File: src/rtl/seg7_scan_driver.sv
// seg7_scan_driver
//   Time-multiplexed driver for a 4-digit common-enable 7-segment display.
//   Each digit gets a slot of DIGIT_TICKS clocks. The first DEAD_TICKS clocks
//   of a slot keep every digit dark so the previous digit's pattern does not
//   ghost onto the next one. Inputs are snapshotted once per frame, at the
//   start of digit0's slot, so a frame never shows a mix of old and new values.
//
// Ports
//   clk         system clock
//   rst_n       asynchronous active-low reset
//   en          1 = scanning, 0 = display dark and scan restarts at digit0
//   digits      hex nibbles, [3:0] = digit0 (rightmost) .. [15:12] = digit3
//   dp_in       decimal point per digit, 1 = lit
//   blank_in    force digit i dark (segments off, dp still honoured)
//   seg         {g,f,e,d,c,b,a}, active-high
//   dp          decimal point, active-high
//   en_n        digit enables, active-low, en_n[i] = digit i
//   frame_start one-cycle pulse in the cycle after a snapshot is taken
module seg7_scan_driver #(
    parameter int DIGIT_TICKS = 12000,
    parameter int DEAD_TICKS  = 240,
    parameter bit LZB         = 1'b1
) (
    input  logic        clk,
    input  logic        rst_n,
    input  logic        en,
    input  logic [15:0] digits,
    input  logic [3:0]  dp_in,
    input  logic [3:0]  blank_in,
    output logic [6:0]  seg,
    output logic        dp,
    output logic [3:0]  en_n,
    output logic        frame_start
);

    localparam int CW = (DIGIT_TICKS > 1) ? $clog2(DIGIT_TICKS) : 1;
    localparam logic [CW-1:0] LAST_CNT = CW'(DIGIT_TICKS - 1);
    localparam logic [CW-1:0] DEAD_CNT = CW'(DEAD_TICKS);

    logic [CW-1:0] cnt;
    logic [1:0]    idx;
    logic [15:0]   digits_sh;
    logic [3:0]    dp_sh;
    logic [3:0]    blank_sh;

    logic          snap;
    logic [15:0]   digits_cur;
    logic [3:0]    dp_cur;
    logic [3:0]    blank_cur;
    logic [3:0]    lz_blank;
    logic [3:0]    nib;
    logic          show;
    logic [6:0]    seg_nxt;
    logic          dp_nxt;
    logic [3:0]    en_n_nxt;

    function automatic logic [6:0] decode(input logic [3:0] v);
        logic [6:0] s;
        case (v)
            4'h0: s = 7'h3F;
            4'h1: s = 7'h06;
            4'h2: s = 7'h5B;
            4'h3: s = 7'h4F;
            4'h4: s = 7'h66;
            4'h5: s = 7'h6D;
            4'h6: s = 7'h7D;
            4'h7: s = 7'h07;
            4'h8: s = 7'h7F;
            4'h9: s = 7'h6F;
            4'hA: s = 7'h77;
            4'hB: s = 7'h7C;
            4'hC: s = 7'h39;
            4'hD: s = 7'h5E;
            4'hE: s = 7'h79;
            default: s = 7'h71;
        endcase
        return s;
    endfunction

    always_comb begin
        snap = en && (idx == 2'd0) && (cnt == '0);

        // Output registers load in the same edge as the snapshot, so they
        // look through to the incoming values in that cycle. This keeps the
        // first SHOW cycle correct even when DEAD_TICKS is 0.
        digits_cur = snap ? digits   : digits_sh;
        dp_cur     = snap ? dp_in    : dp_sh;
        blank_cur  = snap ? blank_in : blank_sh;

        // Leading-zero suppression: a digit is blank when it and every digit
        // to its left are zero. digit0 is always shown.
        lz_blank = 4'b0000;
        if (LZB) begin
            lz_blank[3] = (digits_cur[15:12] == 4'h0);
            lz_blank[2] = lz_blank[3] && (digits_cur[11:8] == 4'h0);
            lz_blank[1] = lz_blank[2] && (digits_cur[7:4] == 4'h0);
        end

        case (idx)
            2'd0:    nib = digits_cur[3:0];
            2'd1:    nib = digits_cur[7:4];
            2'd2:    nib = digits_cur[11:8];
            default: nib = digits_cur[15:12];
        endcase

        show     = en && (cnt >= DEAD_CNT);
        seg_nxt  = 7'h00;
        dp_nxt   = 1'b0;
        en_n_nxt = 4'b1111;
        if (show) begin
            en_n_nxt[idx] = 1'b0;
            dp_nxt        = dp_cur[idx];
            if (!(blank_cur[idx] || lz_blank[idx])) begin
                seg_nxt = decode(nib);
            end
        end
    end

    // Slot counter and digit index; en=0 parks the scan at digit0, cnt=0.
    always_ff @(posedge clk or negedge rst_n) begin
        if (!rst_n) begin
            cnt <= '0;
            idx <= 2'd0;
        end else if (!en) begin
            cnt <= '0;
            idx <= 2'd0;
        end else if (cnt == LAST_CNT) begin
            cnt <= '0;
            idx <= idx + 2'd1;
        end else begin
            cnt <= cnt + CW'(1);
        end
    end

    // Shadow registers; held while en=0.
    always_ff @(posedge clk or negedge rst_n) begin
        if (!rst_n) begin
            digits_sh <= 16'h0000;
            dp_sh     <= 4'h0;
            blank_sh  <= 4'h0;
        end else if (snap) begin
            digits_sh <= digits;
            dp_sh     <= dp_in;
            blank_sh  <= blank_in;
        end
    end

    // Registered pin drive.
    always_ff @(posedge clk or negedge rst_n) begin
        if (!rst_n) begin
            seg         <= 7'h00;
            dp          <= 1'b0;
            en_n        <= 4'b1111;
            frame_start <= 1'b0;
        end else begin
            seg         <= seg_nxt;
            dp          <= dp_nxt;
            en_n        <= en_n_nxt;
            frame_start <= snap;
        end
    end

endmodule

File: config.mk
export PLATFORM = sky130hd
export DESIGN_NAME = seg7_scan_driver
export DESIGN_NICKNAME = d
export VERILOG_FILES = /design/src/rtl/seg7_scan_driver.sv
export SDC_FILE = /design/constraint.sdc
export NUM_CORES = 1
export LEC_CHECK = 0
export ABC_AREA = 0
export CORE_ASPECT_RATIO = 1.5
export CORE_MARGIN = 10
export CORE_UTILIZATION = 38
export CTS_BUF_LIST = sky130_fd_sc_hd__clkbuf_8
export DETAILED_ROUTE_END_ITERATION = 6
export PLACE_DENSITY_LB_ADDON = 0.2
export SLEW_MARGIN = 20
export SYNTH_ARGS = -nofsm -noshare
export SYNTH_HDL_FRONTEND = slang
export SYNTH_SLANG_ARGS = --single-unit
File: constraint.sdc
create_clock -name clk -period 3.7 [get_ports clk]
set_input_delay 0.74 -clock clk [delete_from_list [all_inputs] [get_ports clk]]
set_output_delay 0.74 -clock clk [all_outputs]
set_load 0.005 [all_outputs]
# After elaboration in Yosys (flattened, before gate mapping)
# Memory sizes are Yosys's and may differ from the RTL's.
# Cells that the tools add are included.
dict set report totals {
  ff_bits 53
  latchBits 0
  ramBits 0
  rom_bits 112
  wordCells 52
  n_memories 1
}
dict set report op_classes {
  n_addsub 2
  multipliers 0
  div 0
  magnitude_cmp 3
  n_eq_ne 4
  n_shift 0
  muxes 20
  bitwise 1
  reduce_logical 12
}
# name depth word_bits rd rd_clocked_by_memory_dff write_ports line_no
set memory_table {}
lappend memory_table {{(name not given)} 16 7 1 0 0 59} ;# case (v)
# cell n
set op_table {}
lappend op_table {{two-way mux 14 bit} 2}
lappend op_table {{two-way mux 16 bit} 1}
lappend op_table {{adder 14 x 1 -> 14 bit, second input constant} 1}
lappend op_table {{== test 14 bit, second input constant} 1}
lappend op_table {{>= comparator 14 x 8 -> 1 bit, second input constant} 1}
lappend op_table {{logical NOT 14 bit} 1}
lappend op_table {{two-way mux 7 bit} 2}
lappend op_table {{logical NOT 4 bit} 3}
lappend op_table {{two-way mux 4 bit} 3}
lappend op_table {{one-hot mux 4 bit (3 select lines)} 1}
lappend op_table {{binary-select mux 1 bit (select 2 bit)} 3}
lappend op_table {{logical AND 1 bit} 6}
lappend op_table {{two-way mux 1 bit} 5}
lappend op_table {{two-way mux 2 bit} 2}
lappend op_table {{inverter 4 bit} 1}
lappend op_table {{< comparator 2 x 3 -> 1 bit, second input constant} 1}
lappend op_table {{adder 2 x 1 -> 2 bit, second input constant} 1}
lappend op_table {{demux 1 bit (select 2 bit)} 1}
lappend op_table {{== test 2 x 1 -> 1 bit, second input constant} 1}
lappend op_table {{== test 2 bit, second input constant} 1}
lappend op_table {{>= comparator 2 x 1 -> 1 bit, second input constant} 1}
lappend op_table {{logical NOT 2 bit} 1}
lappend op_table {{!= test 2 x 1 -> 1 bit, second input constant} 1}
lappend op_table {{logical OR 1 bit} 1}

# Depth between registers and ports, before layout
# Gate-level depths: netlist of run 1.
dict set report depth {
  ltp_word 12
  ltp_mapped 17
  ltp_nobuf 15
}

# Worst setup path before layout of run 1
# No wires, ideal clock.
dict set report synth_path {
  path_kind {register -> register}
  start {register idx[0]}
  end {register seg[3]}
  arrival_ps 3320
  t_required_ps 3623
  path_slack_ps 303
  stages_incl_launch_ff 16
  path_buffers 1
  path_cell_list {dfrtp_1 > inv_1 > ha_1 > and4bb_2 > nand4_4 > clkinv_2 > buf_6 > mux2_2 > a222oi_1 > mux2_2 > inv_1 > ha_1 > mux2i_1 > a21oi_1 > or3b_1 > a21oi_1}
}
# element line_no
set synth_lines {}
lappend synth_lines {{start: declaration} 41} ;# logic [1:0] idx;
lappend synth_lines {{start signal: assignment} 129} ;# idx <= idx + 2'd1;
lappend synth_lines {{logical NOT 2 bit} 81} ;# snap = en && (idx == 2'd0) && (cnt == '0);
lappend synth_lines {{logical AND 1 bit (2 in a row)} 81}
lappend synth_lines {{two-way mux 16 bit} n/a}
lappend synth_lines {{named net digits_cur[0]} 47} ;# logic [15:0] digits_cur;
lappend synth_lines {{one-hot mux 4 bit (3 select lines)} 99} ;# case (idx)
lappend synth_lines {{memory (16 x 7 bit)} n/a}
lappend synth_lines {{two-way mux 7 bit} 113} ;# if (!(blank_cur[idx] || lz_blank[idx])) begin
lappend synth_lines {{two-way mux 7 bit} 110} ;# if (show) begin
lappend synth_lines {{named net seg_nxt[3]} 53} ;# logic [6:0] seg_nxt;
lappend synth_lines {{end signal: assignment} 156} ;# seg <= seg_nxt;
lappend synth_lines {{end: declaration} 30} ;# output logic [6:0] seg,
# The timed path passes the listed nets, and every way through them passes these cells. The select of a mux whose other input is x is not followed.
# A chain may end at the register's enable or synchronous reset.

# Final worst setup path of run 1
dict set report layout_path {
  start {input en}
  end {register seg[3]}
}
dict set report layout_between {
  elab_chain_cells 11
}
# element line_no
set layout_lines {}
lappend layout_lines {{start: declaration} 26} ;# input logic en,
lappend layout_lines {{logical AND 1 bit * (2 in a row)} 81}
lappend layout_lines {{two-way mux 16 bit *} n/a}
lappend layout_lines {{named net digits_cur[8]} 47}
lappend layout_lines {{branches (longest 6 deep; another with memory (16 x 7 bit))} n/a}
lappend layout_lines {{two-way mux 7 bit *} 113}
lappend layout_lines {{two-way mux 7 bit *} 110}
lappend layout_lines {{named net seg_nxt[3]} 53}
# Mark *: on every way through the listed nets, which the timed path passes. The select of a mux whose other input is x is not followed.

==> results.toml, run 1 <==
[outcome]
status = "complete, no violations"

[worst_setup_path]
crit_chain = "clkdlybuf4s50_1 -> nor4b_4 -> nand4_4 -> mux2_2 -> a222oi_1 -> mux2_2 -> inv_1 -> ha_1 -> mux2i_1 -> a21oi_1 -> or3b_1 -> a21oi_1"
r2r-start = "idx[1]"
cp-start-kind = "input port"
cp_max_fo = 5
crit_start = "en"
cp.required_ns = 3.94
crit_slowest_cell = "clkdlybuf4s50_1"
crit_arrival_ns = 3.60
crit_type = "in2reg"
cp_slowest_stage_delay_ns = 0.48
critPathCaptureType = "register"

[yosys]
ys_types = 49
avgSynthCellArea_um2 = 9.79
syn-num-nets = 333
synthCells = 292
yosysWarnings = 0
synth_edf_count = 0
yosys_most_used_dff = "dfrtp_1"
ys_ff_latch = 53
syn-cell-area_um2 = 2860
ys_async_sr_fraction = 1.00
ys_seq_area_frac = 0.466

[power]
ir_drop_v = 0.000249
swShare = 0.305
p_int_mw = 0.956
p_leak_nw = 1.64
clkPwrFrac = 0.230
power_density_nw_per_um2 = 388
power_frac_comb = 0.278
finalPower_mw = 1.37
power_frac_seq = 0.491
switching_power_mw = 0.419

[final_layout]
layout_commonest_cell = "nand2_1"
stdcell_area_um2 = 3540
syn_to_final_growth_pct = 23.9
final_cell_mix = "74 x nand2_1, 49 x dfrtp_1, 38 x clkdlybuf4s50_1"
n_antenna_cell = 0
finish.net_count = 389
fillerInstances = 669
drive_above_1_share = 0.138

[timing]
rsz0062_at_grt = "no"
relSlewSlack = 0.411
min_period_over_period = 0.910
period_minus_slack_ns = 3.37
finClkSkew_ns = 0.00798
worstMarginPinSlew_ns = 0.884
report.final.slew_viol_count = 0
finalSetupTns_ns = 0
hold_viol = 0
finalSetupViolCount = 0
fmax_mhz = 297

[clocking]
hold_buffers = 0
ctsRootBufferMaster = "clkbuf_8"
post-cts-setup-buffer-count = 0
clock-sinks = 53
cts_tree = "yes"
ctsResizeCount = 0
numCtsBuffers = 5
clkLatencyLatePin_ns = 0.30
h-tree-depth = 2
clockBufferDepth = 2
clkTransAtPathRegs_ns = 0.09

[detailed_routing]
drc = 0
first_pass_iters = 4
antenna_left = 0
vias = 2174
dr.first_iter.drc_count = 111
detail_route.wl_per_cell_um = 14.4
wl_um = 6470
routed_via_density = 4.84

[hold_path]
hp-start = "digits_sh[2]"
hold_path_class = "reg2reg"

[run]
maxCapViolCount = 0

[floorplan]
die_w_um = 90.8
design.portCount = 40
rows = 38
die_h_um = 126
start_util = 0.393
dieArea_um2 = 11500
core_area_um2 = 7270

[global_route]
grt_max_degree = 40
grt_pass1_wl_um = 10900
grt_overflow = 0
grt_pass1_vias = 2204
grt_usage = 0.114
antenna_found_initial = 0

[placement]
dp_hpwl_um = 5050
globalplace.congestion = 0.814
place_area_um2 = 3460
port_buffers = 39
-- Yosys cell counts, drive strengths merged (2+ instances only) --
| library cell | count | area share |
|---|---|---|
| nor4 | 3 | 0.012 |
| mux4 | 2 | 0.016 |
| nand2 | 74 | 0.097 |
| nor2 | 24 | 0.032 |
| dfrtp | 49 | 0.43 |
| nor3 | 5 | 0.011 |
| and2 | 5 | 0.011 |
| xnor2 | 5 | 0.015 |
| mux2 | 6 | 0.024 |
| dfstp | 4 | 0.037 |
| a221oi | 4 | 0.012 |
| a41oi | 2 | 0.0061 |
| o21ai | 6 | 0.011 |
| clkbuf | 5 | 0.0066 |
| nand3 | 4 | 0.0070 |
| inv | 16 | 0.021 |
| a21oi | 7 | 0.012 |
| a31o | 2 | 0.0061 |
| or3 | 3 | 0.0066 |
| mux2i | 11 | 0.039 |
| xor2 | 8 | 0.025 |
| ha | 14 | 0.061 |
| o41ai | 2 | 0.013 |
| buf | 4 | 0.011 |
| nand4 | 5 | 0.016 |
| nor2b | 4 | 0.0088 |
-- power by group through the flow --
| stage | Clock, mW | Combinational (mW) | Sequential (mW) |
|---|---|---|---|
| after CTS | 0.324 | 0.385 | 0.676 |
| after global routing | 0.343 | 0.431 | 0.685 |
| after global placement | 0 | 0.379 | 0.685 |
| after floorplan | 0 | 0.250 | 0.679 |
| final | 0.317 | 0.383 | 0.676 |
| after detailed placement | 0 | 0.383 | 0.689 |
-- registers in the layout (all words and copies together), names as in the netlist --
| name | cells |
|---|---|
| digits_sh | 16 |
| cnt | 14 |
| seg | 7 |
| blank_sh | 4 |
| dp_sh | 4 |
| en_n | 4 |
| idx | 2 |
| dp | 1 |
| frame_start | 1 |
-- routing by layer --
layer / part of all wire / global-route usage / up-vias
met4: 0.0094 / 0.0305 / 0
met2: 0.50 / 0.201 / 32
met1: 0.46 / 0.138 / 1037
li1: - / - / 1101
met3: 0.030 / 0.0226 / 4
met5: 0 / 0 / -
-- path summary, 6_finish.rpt --
check	to	slack (ns)	cells after the start
setup / recovery	seg[3]	0.33	12
hold / removal	digits_sh[2]	0.48	2
setup reg to reg	seg[3]	0.45	13
hold reg to reg	digits_sh[2]	0.48	2
max in group asynchronous	en_n[2]	2.34	2
min in group asynchronous	blank_sh[0]	0.55	1
-- worst max-delay path: cells and delay by family --
| family | cells | cell delay, ns |
|---|---|---|
| and+or+nand+nor | 3 | 0.81 |
| muxes | 3 | 0.74 |
| AOI/OAI and AO/OA | 3 | 0.56 |
| buffers and inverters | 2 | 0.54 |
| adders and majority gates | 1 | 0.22 |
-- per-stage QoR --
| step | worst slack [ns] | instances | hold slack [ns] | util |
|---|---|---|---|---|
| 2_1_floorplan | 0.303 | 292 | 0.437 | - |
| 3_3_place_gp | 0.0595 | 441 | 0.454 | 0.476 |
| 3_5_place_dp | 0.0381 | 441 | 0.462 | 0.476 |
| 4_1_cts | 0.351 | 449 | 0.485 | 0.487 |
| 5_1_grt | 0.0624 | 449 | 0.504 | 0.487 |
| 6_report | 0.334 | 449 | 0.481 | 0.487 |
-- logic make-up (layout without fill, tap and decap cells) --
| logic type | Yosys count | count (layout) | share of synthesized area |
|---|---|---|---|
| DFF | 53 | 53 | 0.466 |
| xor gates and xnor gates | 13 | 13 | 0.0398 |
| buffers and inverters | 26 | 83 | 0.0407 |
| AOI/OAI and AO/OA | 32 | 32 | 0.0858 |
| adders and majority gates | 14 | 14 | 0.0613 |
| and+or+nand+nor | 135 | 135 | 0.229 |
| muxes | 19 | 19 | 0.0779 |
-- layout make-up --
| cell class | count | area, µm² | share of cell area |
|---|---|---|---|
| Clock buffer | 5 | 68.8 | 0.0194 |
| Clock inverter | 3 | 13.8 | 0.00388 |
| Inverter | 17 | 65.1 | 0.0184 |
| Multi-Input combinational cell | 213 | 1410 | 0.398 |
| Sequential cell | 53 | 1330 | 0.376 |
| Tap cell | 100 | 125 | 0.0353 |
| Timing Repair Buffer | 58 | 528 | 0.149 |
Note: power is estimated with default switching activity, not from simulation.
==> inputs of run 2 (changes only) <==
--- a/config.mk
+++ b/config.mk
@@ -6,7 +6,7 @@
 export NUM_CORES = 1
 export LEC_CHECK = 0
 export ABC_AREA = 0
-export CORE_ASPECT_RATIO = 1.5
+export CORE_ASPECT_RATIO = 0.8
 export CORE_MARGIN = 10
 export CORE_UTILIZATION = 38
 export CTS_BUF_LIST = sky130_fd_sc_hd__clkbuf_8
==> run 2 against run 1 <==
  * Power grew 1.8%
  * Worst setup slack gained 0.014 ns
  * Critical path depth is the same
  * Sequential power is essentially flat
  * Global-route usage grew 1.2 points
  * Combinational power grew 1%
  * Non-clock buffer count grew 2
  * Clock skew grew 0.0037 ns
  * Hold slack lost 0.00087 ns
  * Fmax grew 0.43%
  * Via count grew 2.4%
  * First-iteration DRC count grew 18%
  * Critical endpoint unchanged
==> results.toml, run 2 (synthesis gave the netlist of run 1 again) <==
[clocking]
clockBufferDepth = 2
ctsResizeCount = 0
ctsRootBufferMaster = "clkbuf_8"
clock-sinks = 53
hold_buffers = 0
cts_tree = "yes"
h-tree-depth = 2
post-cts-setup-buffer-count = 0
clkTransAtPathRegs_ns = 0.10
clkLatencyLatePin_ns = 0.31
numCtsBuffers = 5

[final_layout]
n_antenna_cell = 0
largest_reg_flops = 16
final_cell_mix = "74 x nand2_1, 49 x dfrtp_1, 38 x clkdlybuf4s50_1"
syn_to_final_growth_pct = 24.2
stdcell_area_um2 = 3550
regMostFlops = "digits_sh"
drive_above_1_share = 0.142
largest_registers = "digits_sh x16, cnt x14, seg x7"
layout_commonest_cell = "nand2_1"
finish.net_count = 391

[global_route]
antenna_found_initial = 0
grt_pass1_vias = 2241
grt_pass1_wl_um = 11600
grt_overflow = 0
grt_usage = 0.126
grt_max_degree = 34

[placement]
dp_hpwl_um = 5150
globalplace.congestion = 0.807
port_buffers = 39
place_area_um2 = 3460

[detailed_routing]
detail_route.wl_per_cell_um = 15.4
dr.first_iter.drc_count = 131
antenna_left = 0
routed_via_density = 5.05
drc = 0
first_pass_iters = 4
vias = 2227
wl_um = 6800

[worst_setup_path]
cp.required_ns = 3.94
critPathCaptureType = "register"
cp_max_fo = 5
worst-r2r-setup-slack_ns = 0.58
crit_type = "in2reg"
crit_arrival_ns = 3.59
cp-start-kind = "input port"

[outcome]
status = "complete, no violations"

[timing]
period_minus_slack_ns = 3.35
finalSetupViolCount = 0
fmax_mhz = 298
hold-worst-slack_ns = 0.480
finalSetupTns_ns = 0
worstMarginPinSlew_ns = 0.745
relSlewSlack = 0.503
finClkSkew_ns = 0.0117
min_period_over_period = 0.906
hold_viol = 0
rsz0062_at_grt = "no"
report.final.slew_viol_count = 0

[power]
power_density_nw_per_um2 = 394
finalPower_mw = 1.40
ir_drop_v = 0.000164
p_leak_nw = 1.66

[floorplan]
die_h_um = 97.6
start_util = 0.389
core_area_um2 = 7360
dieArea_um2 = 11400
rows = 28
die_w_um = 117
design.portCount = 40

[run]
maxCapViolCount = 0

[hold_path]
hold_path_class = "in2async"
==> run 2: cell types whose count changed in the layout (fill, tap and decap cells not counted), sizes merged <==
cell,change
buf,+2
clkinv,-1
inv,+1
==> run 2: stage by stage <==
| step | util | cells | setup slack, ns |
|---|---|---|---|
| CTS | 0.482 | 441 | 0.320 |
| detailed placement | 0.471 | 433 | -0.0114 |
| finish | 0.482 | 441 | 0.349 |
| global placement | 0.471 | 433 | 0.0526 |
| global route | 0.482 | 441 | 0.104 |
| floorplan | - | 292 | 0.303 |
==> run 2: cell type report <==
| type | instances | area, µm² |
|---|---|---|
| clock buffers | 5 | 68.8 |
| multi-input cells | 213 | 1410 |
| clock inverters | 3 | 17.5 |
| repair buffers | 60 | 543 |
| flip-flops and latches | 53 | 1330 |
| well taps | 90 | 113 |
| inverters | 17 | 65.1 |
| fillers | 737 | 3810 |
==> run 2: worst paths after layout <==
check                        startpoint      endpoint  depth (start not counted)
max                                  en        seg[3]                         12
min reg2reg                digits_sh[2]  digits_sh[2]                          2
max in group asynchronous         rst_n       en_n[1]                          2
min in group clk           digits_sh[2]  digits_sh[2]                          2
max reg2reg                      idx[1]        seg[3]                         13
min                               rst_n   frame_start                          1
==> run 2: where the power goes <==
| group | switching, mW | leakage (nW) | total, mW | internal (mW) |
|---|---|---|---|---|
| logic | 0.205 | 0.925 | 0.388 | 0.182 |
| registers | 0.0304 | 0.682 | 0.677 | 0.646 |
| clock network | 0.203 | 0.0497 | 0.335 | 0.133 |
| total | 0.438 | 1.66 | 1.40 | 0.961 |
==> run 2: layer usage <==
metal,vias up,global-route usage,wire length [µm]
met5,-,0,0
met4,0,0.0313,50
met3,5,0.0302,303
met2,36,0.185,3110
met1,1091,0.179,3340
li1,1095,-,-
==> run 2: worst max-delay path, stage by stage <==
cell	delay, ns
clkdlybuf4s50_1	0.48
nor4b_4	0.28
nand4_4	0.18
mux2_2	0.32
a222oi_1	0.34
mux2_2	0.25
inv_1	0.06
ha_1	0.23
mux2i_1	0.15
a21oi_1	0.08
or3b_1	0.35
a21oi_1	0.12
==> inputs of run 3 (changes only) <==
--- a/config.mk
+++ b/config.mk
@@ -7,12 +7,12 @@
 export LEC_CHECK = 0
 export ABC_AREA = 0
 export CORE_ASPECT_RATIO = 0.8
-export CORE_MARGIN = 10
 export CORE_UTILIZATION = 38
 export CTS_BUF_LIST = sky130_fd_sc_hd__clkbuf_8
+export CTS_CLUSTER_SIZE = 30
 export DETAILED_ROUTE_END_ITERATION = 6
 export PLACE_DENSITY_LB_ADDON = 0.2
-export SLEW_MARGIN = 20
+export SLEW_MARGIN = 15
 export SYNTH_ARGS = -nofsm -noshare
 export SYNTH_HDL_FRONTEND = slang
 export SYNTH_SLANG_ARGS = --single-unit
==> run 3 against run 2 <==
  * Final cell count shrank 1.6%
  * Sequential share of layout area is essentially flat
  * Clock power grew 23%
  * Utilization grew 2.0 points
  * Via count shrank 0.72%
  * Hold slack lost 0.0025 ns
  * Power grew 4.6%
  * First-iteration DRC count grew 1.5%
  * Critical path depth is the same
  * Critical path type is now reg2reg
  * Largest cell class unchanged
  * Largest power group unchanged
==> results.toml, run 3 (synthesis gave the netlist of run 1 again) <==
[outcome]
status = "complete, no violations"

[placement]
post-place-cells = 426
pre_cts_ws_ns = 0.0249
dp_hpwl_um = 4820
port_buffers = 39
globalplace.congestion = 0.830

[power]
p_leak_nw = 1.65
ir_drop_v = 0.000177
power_density_nw_per_um2 = 413
finalPower_mw = 1.46

[timing]
rsz0062_at_grt = "no"
period_minus_slack_ns = 3.42
setup_slack_ns = 0.279
report.final.slew_viol_count = 0
fmax_mhz = 292
hold_viol = 0
worstMarginPinSlew_ns = 0.918
finalSetupTns_ns = 0
finClkSkew_ns = 0.00382
min_period_over_period = 0.925
relSlewSlack = 0.388
finalSetupViolCount = 0

[final_layout]
fillerInstances = 681
fin_util = 0.502
final_cell_mix = "74 x nand2_1, 49 x dfrtp_1, 38 x clkdlybuf4s50_1"
regMostFlops = "digits_sh"
syn_to_final_growth_pct = 24.0
n_antenna_cell = 0
fin_cells = 434
largest_registers = "digits_sh x16, cnt x14, seg x7"
finish.net_count = 387
largest_reg_flops = 16
layout_commonest_cell = "nand2_1"
drive_above_1_share = 0.133

[detailed_routing]
antenna_left = 0
dr.first_iter.drc_count = 133
detail_route.wl_per_cell_um = 15.0
vias = 2211
drc = 0
wl_um = 6490
first_pass_iters = 4
routed_via_density = 5.09

[worst_setup_path]
crit_type = "reg2reg"
cp-start-kind = "register"
cp.required_ns = 3.94
critPathCaptureType = "register"
cp_max_fo = 7
crit_arrival_ns = 3.66

[floorplan]
dieArea_um2 = 7880
die_h_um = 79.6
rows = 27
die_w_um = 99.0
design.portCount = 40
start_util = 0.405
core_area_um2 = 7060

[clocking]
clkLatencyLatePin_ns = 0.31
clock-sinks = 53
numCtsBuffers = 5
hold_buffers = 0
ctsResizeCount = 0
post-cts-setup-buffer-count = 0
ctsRootBufferMaster = "clkbuf_8"
clockBufferDepth = 2
cts_tree = "yes"
clkTransAtPathRegs_ns = 0.09
h-tree-depth = 2

[global_route]
grt_pass1_wl_um = 11300
grt_pass1_vias = 2194
grt-busiest-layer = "met1"
grt_max_degree = 41
met2_usage = 0.261
grt_usage = 0.185
use_met3 = 0.0394
use_met1 = 0.279
grt_overflow = 0
antenna_found_initial = 0

[run]
maxCapViolCount = 0

[hold_path]
hold_path_class = "reg2reg"
==> run 3: worst paths after layout <==
path | cells after the start | slack [ns] | startpoint | end
worst min-delay path | 2 | 0.48 | digits_sh[2] | digits_sh[2]
worst min register to register | 2 | 0.48 | digits_sh[2] | digits_sh[2]
worst max register to register | 12 | 0.28 | idx[1] | seg[3]
max in group asynchronous | 2 | 2.40 | rst_n | seg[1]
min in group asynchronous | 1 | 0.56 | rst_n | blank_sh[1]
worst max-delay path | 12 | 0.28 | idx[1] | seg[3]
==> run 3: critical path, cell delays in order (launching register included) <==
cell and delay, ns:
dfrtp_1 0.38, inv_1 0.14, ha_1 0.39, and4bb_2 0.35, nand4_4 0.14, mux2_2 0.32
a222oi_1 0.32, mux2_2 0.24, ha_1 0.28, a31oi_1 0.22, a21oi_1 0.06, or3b_1 0.36
a21oi_1 0.13
==> run 3: area by class of cell <==
class	count	area (µm²)	area share
Sequential cell	53	1330	0.375
Multi-Input combinational cell	213	1410	0.398
Clock inverter	2	33.8	0.00953
Tap cell	87	109	0.0307
Inverter	17	65.1	0.0183
Timing Repair Buffer	56	513	0.145
Clock buffer	6	82.6	0.0233
==> run 3: per-layer routing <==
layer,wire length [µm],up-vias,part of all wire
met1,3460,1059,0.53
met5,0,-,0
met2,2620,49,0.40
met4,82,0,0.013
met3,336,8,0.052
li1,-,1095,-
==> run 3: power breakdown <==
part           switching [mW]  total, mW  leakage [nW]  internal [mW]
sequential             0.0307      0.677         0.682          0.646
clock                   0.194      0.412        0.0626          0.218
combinational           0.202      0.375         0.906          0.173
==> run 3: per-stage QoR <==
| stage | hold WS, ns | area (µm²) |
|---|---|---|
| 2_1_floorplan | 0.437 | 2860 |
| 3_3_place_gp | 0.451 | 3430 |
| 3_5_place_dp | 0.456 | 3430 |
| 4_1_cts | 0.480 | 3550 |
| 5_1_grt | 0.510 | 3550 |
| 6_report | 0.477 | 3550 |
==> variant: new RTL, config.mk and constraints of run 2 <==
Set the parameter `DIGIT_TICKS` to 6000 (it was 12000).
--- a/src/rtl/seg7_scan_driver.sv
+++ b/src/rtl/seg7_scan_driver.sv
@@ -18,5 +18,5 @@
 //   frame_start one-cycle pulse in the cycle after a snapshot is taken
 module seg7_scan_driver #(
-    parameter int DIGIT_TICKS = 12000,
+    parameter int DIGIT_TICKS = 6000,
     parameter int DEAD_TICKS  = 240,
     parameter bit LZB         = 1'b1
Function: same outputs for any inputs over 10 cycles, from zero or initial values and one cycle with rst_n low; that may be too few to reach the edited logic, so the function may still have changed.
==> variant against run 2 <==
Power decreased by 5.7%; first-iteration DRC count decreased by 36%; area after synthesis decreased by 4.1%; worst setup slack improved by 37 ps; largest cell class unchanged; worst hold slack got worse by 59 ps; design area decreased by 4.7%; routed wire length decreased by 8.9%; sequential cell count decreased by 1.
==> variant: results (changes against run 2) <==
- First-pass GRT wire length: 10500 um (-9.2%)
- Slew @ Worst Pin: 596 ps (-149 ps)
- Slowest-stage cell, CP: dfrtp_1
- LEAKAGE: 1.46 nW (-12%)
- Met2 wire length: 2500 um (-20%)
- Fill count: 662 (-10%)
- Reg2reg end: seg[6]$_DFF_PN0_
- Synth cell count leaders: 48 x dfrtp_1, 21 x nor2_1, 20 x nand2_1, 14 x ha_1, 14 x mux2_1
- Buffers excl. clock: 51 (-15%)
- Outcome: complete, no violations
- Multi-In Gates: 172 (-19%)
- CP peak stage delay: 390 ps (-90 ps)
- Vias in the first global route: 2069 (-7.7%)
- Count of non-CTS inverters in the layout: 14 (-3)
- Post-synth net total: 288 (-14%)
- Top cells by area, synth: dfrtp_1 44%, ha_1 6.4%, mux2_1 5.7%
- Worst-path fanout max: 7 (+2)
- Met1 usage: 0.174 (-0.00489)
- Seq power: 665 uW (-2%)
- Non-clock buffer share: 0.148 (-0.00505)
- Worst-case hold slack: 421 ps (-58.7 ps)
- Biggest regs: digits_sh x16, cnt x13, seg x7
- Fin crit period: 3310 ps (-37.4 ps)
- FF+latch area: 1310 um^2 (-1.9%)
- Gr usage total: 0.118 (-0.00792)
## variant: changes by cell type after synthesis, sizes merged, moves of 4 or more
cell,before,now
a211oi,1,5
a21oi,7,3
mux2,6,27
nand2,74,20
nor4,3,7
## variant: stage by stage
stage / total power, mW / cells / area [um^2]
4_1_cts: 1.34 / 384 / 3380
2_1_floorplan: 0.882 / 247 / 2740
6_report: 1.32 / 384 / 3380
5_1_grt: 1.40 / 384 / 3380
3_5_place_dp: 1.01 / 376 / 3300
3_3_place_gp: 1.00 / 376 / 3300
## variant: logic make-up (layout without fill, tap and decap cells)
| family | after synthesis | count (layout) |
|---|---|---|
| adders and majority gates | 14 | 14 |
| DFF | 52 | 52 |
| and+or+nand+nor | 81 | 81 |
| xor gates and xnor gates | 11 | 11 |
| buffers and inverters | 23 | 73 |
| AOI/OAI and AO/OA | 31 | 31 |
| muxes | 35 | 35 |
